**src/rtl/timer_arbiter.sv**
```systemverilog
// Round-robin owner of one shared down-counter timer; 2-cycle start strobe, watchdog-guarded wait, 1-cycle finish.
// Requests are levels held until done/err; a new grant follows FINISH after one IDLE arbitration cycle.
module timer_arbiter #(
    parameter int N     = 4,
    parameter int W     = 5,
    parameter int SLACK = 4
) (
    input  logic             clk,
    input  logic             rst,
    input  logic [N-1:0]     req,
    input  logic [N*W-1:0]   req_value,
    output logic [N-1:0]     grant,
    output logic [N-1:0]     done,
    output logic [N-1:0]     err,
    output logic             tmr_start,
    output logic [W-1:0]     tmr_value,
    input  logic             tmr_done,
    output logic             busy
);

    localparam int PW = (N > 1) ? $clog2(N) : 1;
    localparam int CW = W + 3;

    typedef enum logic [1:0] {
        IDLE   = 2'd0,
        START  = 2'd1,
        WAIT   = 2'd2,
        FINISH = 2'd3
    } state_t;

    state_t          state;
    state_t          state_nxt;
    logic [PW-1:0]   ptr;
    logic [PW-1:0]   owner;
    logic [PW-1:0]   win;
    logic            found;
    int              idx;
    logic [W-1:0]    val;
    logic [CW-1:0]   wd;
    logic [CW-1:0]   limit;
    logic            wd_hit;
    logic            start_cnt;
    logic [N-1:0]    grant_q;

    // CW bits hold the largest W-bit value plus SLACK+2 without wrapping
    assign limit  = CW'(val) + CW'(SLACK + 2);
    assign wd_hit = ((wd + CW'(1)) == limit);

    always_comb begin
        found = 1'b0;
        win   = '0;
        idx   = 0;
        for (int k = 0; k < N; k++) begin
            idx = int'(ptr) + k;
            if (idx >= N) begin
                idx = idx - N;
            end
            if (!found && req[idx]) begin
                found = 1'b1;
                win   = PW'(idx);
            end
        end
    end

    always_ff @(posedge clk or posedge rst) begin
        if (rst) begin
            state <= IDLE;
        end else begin
            state <= state_nxt;
        end
    end

    always_comb begin
        state_nxt = state;
        done      = '0;
        err       = '0;
        case (state)
            IDLE: begin
                if (found) begin
                    state_nxt = START;
                end
            end
            START: begin
                if (start_cnt) begin
                    state_nxt = WAIT;
                end
            end
            WAIT: begin
                // a timer completion on the expiry cycle still counts as normal completion
                if (tmr_done) begin
                    done      = grant_q;
                    state_nxt = FINISH;
                end else if (wd_hit) begin
                    err       = grant_q;
                    state_nxt = FINISH;
                end
            end
            FINISH: begin
                state_nxt = IDLE;
            end
            default: begin
                state_nxt = IDLE;
            end
        endcase
    end

    always_ff @(posedge clk or posedge rst) begin
        if (rst) begin
            ptr       <= '0;
            owner     <= '0;
            val       <= '0;
            wd        <= '0;
            start_cnt <= 1'b0;
            grant_q   <= '0;
        end else begin
            case (state)
                IDLE: begin
                    wd        <= '0;
                    start_cnt <= 1'b0;
                    if (found) begin
                        owner   <= win;
                        grant_q <= N'(1) << win;
                        val     <= req_value[int'(win)*W +: W];
                    end
                end
                START: begin
                    start_cnt <= 1'b1;
                    wd        <= '0;
                end
                WAIT: begin
                    wd <= wd + CW'(1);
                end
                FINISH: begin
                    grant_q <= '0;
                    wd      <= '0;
                    ptr     <= (owner == PW'(N - 1)) ? '0 : owner + PW'(1);
                end
                default: begin
                    grant_q <= '0;
                end
            endcase
        end
    end

    assign grant     = grant_q;
    assign tmr_start = (state == START);
    assign tmr_value = ((state == START) || (state == WAIT)) ? val : '0;
    assign busy      = (state != IDLE);

endmodule

```
**config.mk**
```make
export PLATFORM = sky130hd
export DESIGN_NAME = timer_arbiter
export DESIGN_NICKNAME = d
export VERILOG_FILES = /design/src/rtl/timer_arbiter.sv
export SDC_FILE = /design/constraint.sdc
export NUM_CORES = 1
export LEC_CHECK = 0
export ABC_AREA = 1
export CAP_MARGIN = 10
export CORE_UTILIZATION = 45
export DETAILED_ROUTE_END_ITERATION = 6
export HOLD_SLACK_MARGIN = 0.06
export PLACE_DENSITY = 0.76
export SLEW_MARGIN = 20
export SYNTH_ARGS = -nofsm -noshare
export SYNTH_HDL_FRONTEND = slang
export SYNTH_SLANG_ARGS = --single-unit
export TNS_END_PERCENT = 20
```
**constraint.sdc**
```tcl
create_clock -name clk -period 1.6 [get_ports clk]
set_input_delay 0.32 -clock clk [delete_from_list [all_inputs] [get_ports clk]]
set_output_delay 0.32 -clock clk [all_outputs]
set_load 0.03 [all_outputs]
```
* Word level (Yosys, flattened, before mapping)
Cells that the tools add are included.
** Word-level totals
- Bits in registers :: 24
- Latch bits :: 0
- Bits in writable memories :: 0
- ROM bits :: 0
- Input bits :: 27
- Output and inout port bits :: 19
- Word-level logic and storage cells :: 91
- Memories :: 0
** Cells by class
- Add/subtract/negate cells :: 10
- $mul :: 1
- Div/mod/pow operators :: 0
- $lt $le $gt $ge :: 8
- Equality and inequality tests :: 8
- Shift operators :: 2
- Muxes and demuxes :: 40
- Bitwise logic cells :: 0
- Reductions and logical operators :: 15
** Operators by type and width (count)
- 32-bit by 4-bit less-than comparator with 1-bit output (second input constant) :: 4
- 32-bit two-way mux :: 4
- 4-bit two-way mux :: 6
- 20-bit by 6-bit indexed part select with 5-bit output :: 1
- 2-bit two-way mux :: 9
- 8-bit one-hot mux with 2 select lines :: 1
- 1-bit two-way mux :: 12
- 3-bit by 3-bit subtractor with 4-bit output (second input constant) :: 3
- 3-bit >= comparator (second input constant) :: 3
- 8-bit by 1-bit adder with 8-bit output (second input constant) :: 1
- 1-bit binary-select mux with 2-bit select :: 4
- 8-bit by 6-bit equality test with 1-bit output :: 1
- 2-bit one-hot mux with 4 select lines :: 1
- 4-bit one-hot mux with 2 select lines :: 1
- 2-bit by 2-bit adder with 3-bit output (second input constant) :: 2
- 5-bit by 3-bit adder with 6-bit output (second input constant) :: 1
- 2-bit equality test (second input constant) :: 3
- 2-bit nonzero test :: 3
- 2-bit by 3-bit multiplier with 5-bit output (second input constant) :: 1
- 5-bit two-way mux :: 1
- 2-bit AND reduction :: 2
- 1-bit by 2-bit << shifter with 4-bit output (first input constant) :: 1
- 2-bit by 3-bit subtractor with 4-bit output (second input constant) :: 1
- 2-bit by 1-bit adder with 3-bit output (second input constant) :: 1
- other kinds (13) :: 17

* Longest topological paths before layout
- Word-level depth :: 18
- Mapped depth :: 16
- Gate-level depth less buffers :: 15

* Worst setup path before layout
No wires, ideal clock.
- Kind :: register -> output
- Start point :: register wd[0]
- End point :: output port err[0]
- Arrival time :: 1.999 ns
- Data required time :: 1.280 ns
- Path slack :: -0.719 ns
- Cell stages (with the launch flop) :: 10
- Path buffers :: 0
- Cell sequence :: dfrtp_1 ha_1 nand3_1 xor2_1 inv_1 nand2_1 nand2_1 a21oi_1 nand3_1 nor3_1
** Between the ends
- Longest elaborated chain between the ends :: 5
** Ends and longest elaborated chain
- from (decl) :: RTL line 39 : logic [CW-1:0] wd;
- from (signal assigned) :: RTL line 131 : wd <= wd + CW'(1);
- 8-bit by 1-bit adder with 8-bit output :: RTL line 47 : assign wd_hit = ((wd + CW'(1)) == limit);
- 8-bit by 6-bit equality test with 1-bit output :: RTL line 47
- 4-bit two-way mux :: RTL line 93 : end else if (wd_hit) begin
- 4-bit two-way mux :: RTL line 90 : if (tmr_done) begin
- 4-bit two-way mux :: RTL line 77 : case (state)
- to (decl) :: RTL line 14 : output logic [N-1:0] err,
No other way between the ends.

* Final worst setup path
- Start point :: register wd[0]
- End point :: output port err[1]
The elaborated chain is that of the path after synthesis.

==> results.md <==
- Status: finished, violations left
- Failing checks: setup timing
- Initial antenna violation count: 0
- Sink Count: 24
- Yosys cell types: 29
- Post-Syn Area: 1950 um2
- Non-Filler Instances: 412
- Syn Nets: 314
- Count leader, synth: nand2_1
- Placed cell count: 408
- GPL Wtd Cong: 0.882
- CTS clk-pin slew, worst paths: 0.09 ns
- Worst R2R Start: wd[0]
- Std cell rows: 23
- H-tree depth: 1
- Max Buffers Root-to-Sink: 2
- Area growth syn-to-layout: 49.4%
- DIE WIDTH: 67.9 um
- Starting DRT DRC Count: 126
- Prevailing post-synth register cell: dfrtp_1
- Maximum number of pins on one net before global-route repair: 25
- CTS tree: built
- Fill cells: 340
- Final #Nets: 398
- Vias/cell: 4.93
- WS Path Type: reg2out
- Post-Route WL: 4890 um
- Port bufs: 45
- Number of diodes: 0
- DP Wirelength: 3790 um
- Synth Instances: 280
- Cts hold-fix bufs: 0
- Worst-margin pin slew: 0.341 ns
- Reg2reg setup slack: -0.43 ns
- CP max FO: 5
- CTS buffer count: 3
- Final slew viol count: 0
- Synth area leader: dfrtp_1
- Final period util: 1.45
- Top cells by area, synth: dfrtp_1 (31%), nand2_1 (21%), inv_1 (6.9%)
- Leak: 1.56 nW
- Sequential element share of the synthesized area: 0.307
- Hold crit path type: in2async
- Number of global-route vias before repair: 1999
- Fmax: 0.431 GHz
- Synth Register Bits: 24
- Initial Util: 0.478
- Vias after detailed routing: 2031
- CP startpoint kind: flop
- Slew HR: 0.772
- Minimum clock period: 2.32 ns
- Ratio of cells with drive above 1 in the final layout: 0.331
- Core region area: 4090 um2
- Root Driver: clkbuf_8
- Global route overflow: 0
- R2R Path End: state[0]
- Worst Skew: 0.00731 ns
- Max_cap viols: 0
- Wire per inst: 11.9 um
- WP data arrival: 2.00 ns
- Die H: 67.9 um
- Syn_area_per_cell: 6.98 um2
- I/O pins: 46
- Drt drc: 0
- Ys Warns: 0
- Synth cell count leaders: nand2_1 (108), inv_1 (36), dfrtp_1 (24)
- Type of destination of the critical path: output port
- Setup ws final: -0.721 ns
- Clk_lat worst skew: 0.27 ns
- GRT Total Usage: 0.235
- Drt first pass iters: 4
- ANT nets after route: 0
- Final hold vios: 0
- Ys async rst share: 1.00
- Post-synth EDFFs: 0
- First-pass GRT wire length: 8330 um
- Post-synth top area share: 0.307
- RSZ-0062 raised after global routing: true
- Power Density: 2080 nW/um2
- Die area: 4610 um2
- Setup violators final: 25
- Worst vdd ir: 1.15 mV
- Data required, critical path: 1.28 ns
- R2R depth: 13
- Setup TNS: -5.90 ns
==> registers in the layout, indices dropped and copies added (netlist names) <==
register   count
wd             8
val            5
grant          4
owner          2
ptr            2
state          2
start_cnt      1
==> worst max path at each step <==
stage	cells past startpoint	slack (ns)	startpoint	endpoint
3_3_place_gp	8	-0.49	wd[0]	err[0]
3_5_place_dp	10	-0.53	wd[0]	err[0]
4_1_cts	10	-0.71	wd[0]	err[3]
5_1_grt	10	-0.83	wd[0]	err[1]
6_report	10	-0.72	wd[0]	err[1]
2_1_floorplan	9	-0.41	wd[0]	err[0]
==> report_power, final <==
group | leakage [nW] | switching, W | internal (W)
combinational | 1.23 | 0.00272 | 0.00199
sequential | 0.310 | 0.000183 | 0.000826
clock | 0.0216 | 0.000192 | 0.000168
total | 1.56 | 0.00310 | 0.00298
==> layout make-up <==
cell class / instances / area (um2) / area share
Tap cell: 50 / 62.6 / 0.0214
Inverter: 41 / 160 / 0.0549
Multi-Input combinational cell: 209 / 1290 / 0.441
Timing Repair Buffer: 85 / 766 / 0.262
Clock buffer: 3 / 41.3 / 0.0141
Sequential cell: 24 / 603 / 0.207
==> critical path, cell delays in order (launching register included) <==
cell     delay, ns
dfrtp_2       0.45
ha_4          0.19
nand3_4       0.09
xor2_2        0.18
inv_1         0.06
nand2_1       0.07
nand2_1       0.07
a21oi_2       0.16
nand3_4       0.16
nor3_4        0.15
buf_6         0.15
==> cell usage in the layout (no fill, tap or decap), drive strengths merged, types with 3 or more instances in the layout <==
| cell type | count |
|---|---|
| nand4 | 11 |
| o21ai | 7 |
| nand3 | 16 |
| nand2 | 126 |
| o22ai | 5 |
| dfrtp | 24 |
| clkbuf | 3 |
| nor3 | 4 |
| nor2 | 17 |
| nand3b | 3 |
| inv | 39 |
| clkdlybuf4s50 | 26 |
| dlygate4sd2 | 4 |
| xnor2 | 4 |
| buf | 55 |
| ha | 7 |
| xor2 | 6 |
==> layer usage <==
layer	up-vias	track usage	wire length (um)
li1	1035	-	-
met1	931	0.284	2130
met2	48	0.418	2460
met3	17	0.0333	152
met4	0	0.0859	146
met5	-	0	0
==> through the flow <==
step	worst slack [ns]	util	hold WS [ns]	power (W)	instance area, um2
after floorplan	-0.406	-	0.335	0.00410	2030
after global placement	-0.489	0.668	0.478	0.00529	2730
after detailed placement	-0.530	0.668	0.483	0.00540	2730
after CTS	-0.710	0.703	0.422	0.00593	2870
after global routing	-0.832	0.714	0.482	0.00663	2920
final	-0.721	0.714	0.396	0.00608	2920
==> cells by family (layout without fill, tap and decap cells) <==
| family | Yosys count | in the layout | share of synthesized area |
|---|---|---|---|
| buf+inv | 47 | 129 | 0.118 |
| fa+ha+maj | 7 | 7 | 0.0448 |
| xor+xnor | 10 | 10 | 0.0448 |
| flops | 24 | 24 | 0.307 |
| simple gates | 177 | 177 | 0.435 |
| compound gates | 15 | 15 | 0.0499 |
==> repair_timing <==
action,in CTS,in global routing
setup buffers,1,0
gates resized for setup,25,21
pin swaps,2,4
endpoints found under the setup margin,31,28
Power figures use the tool's default switching activity.
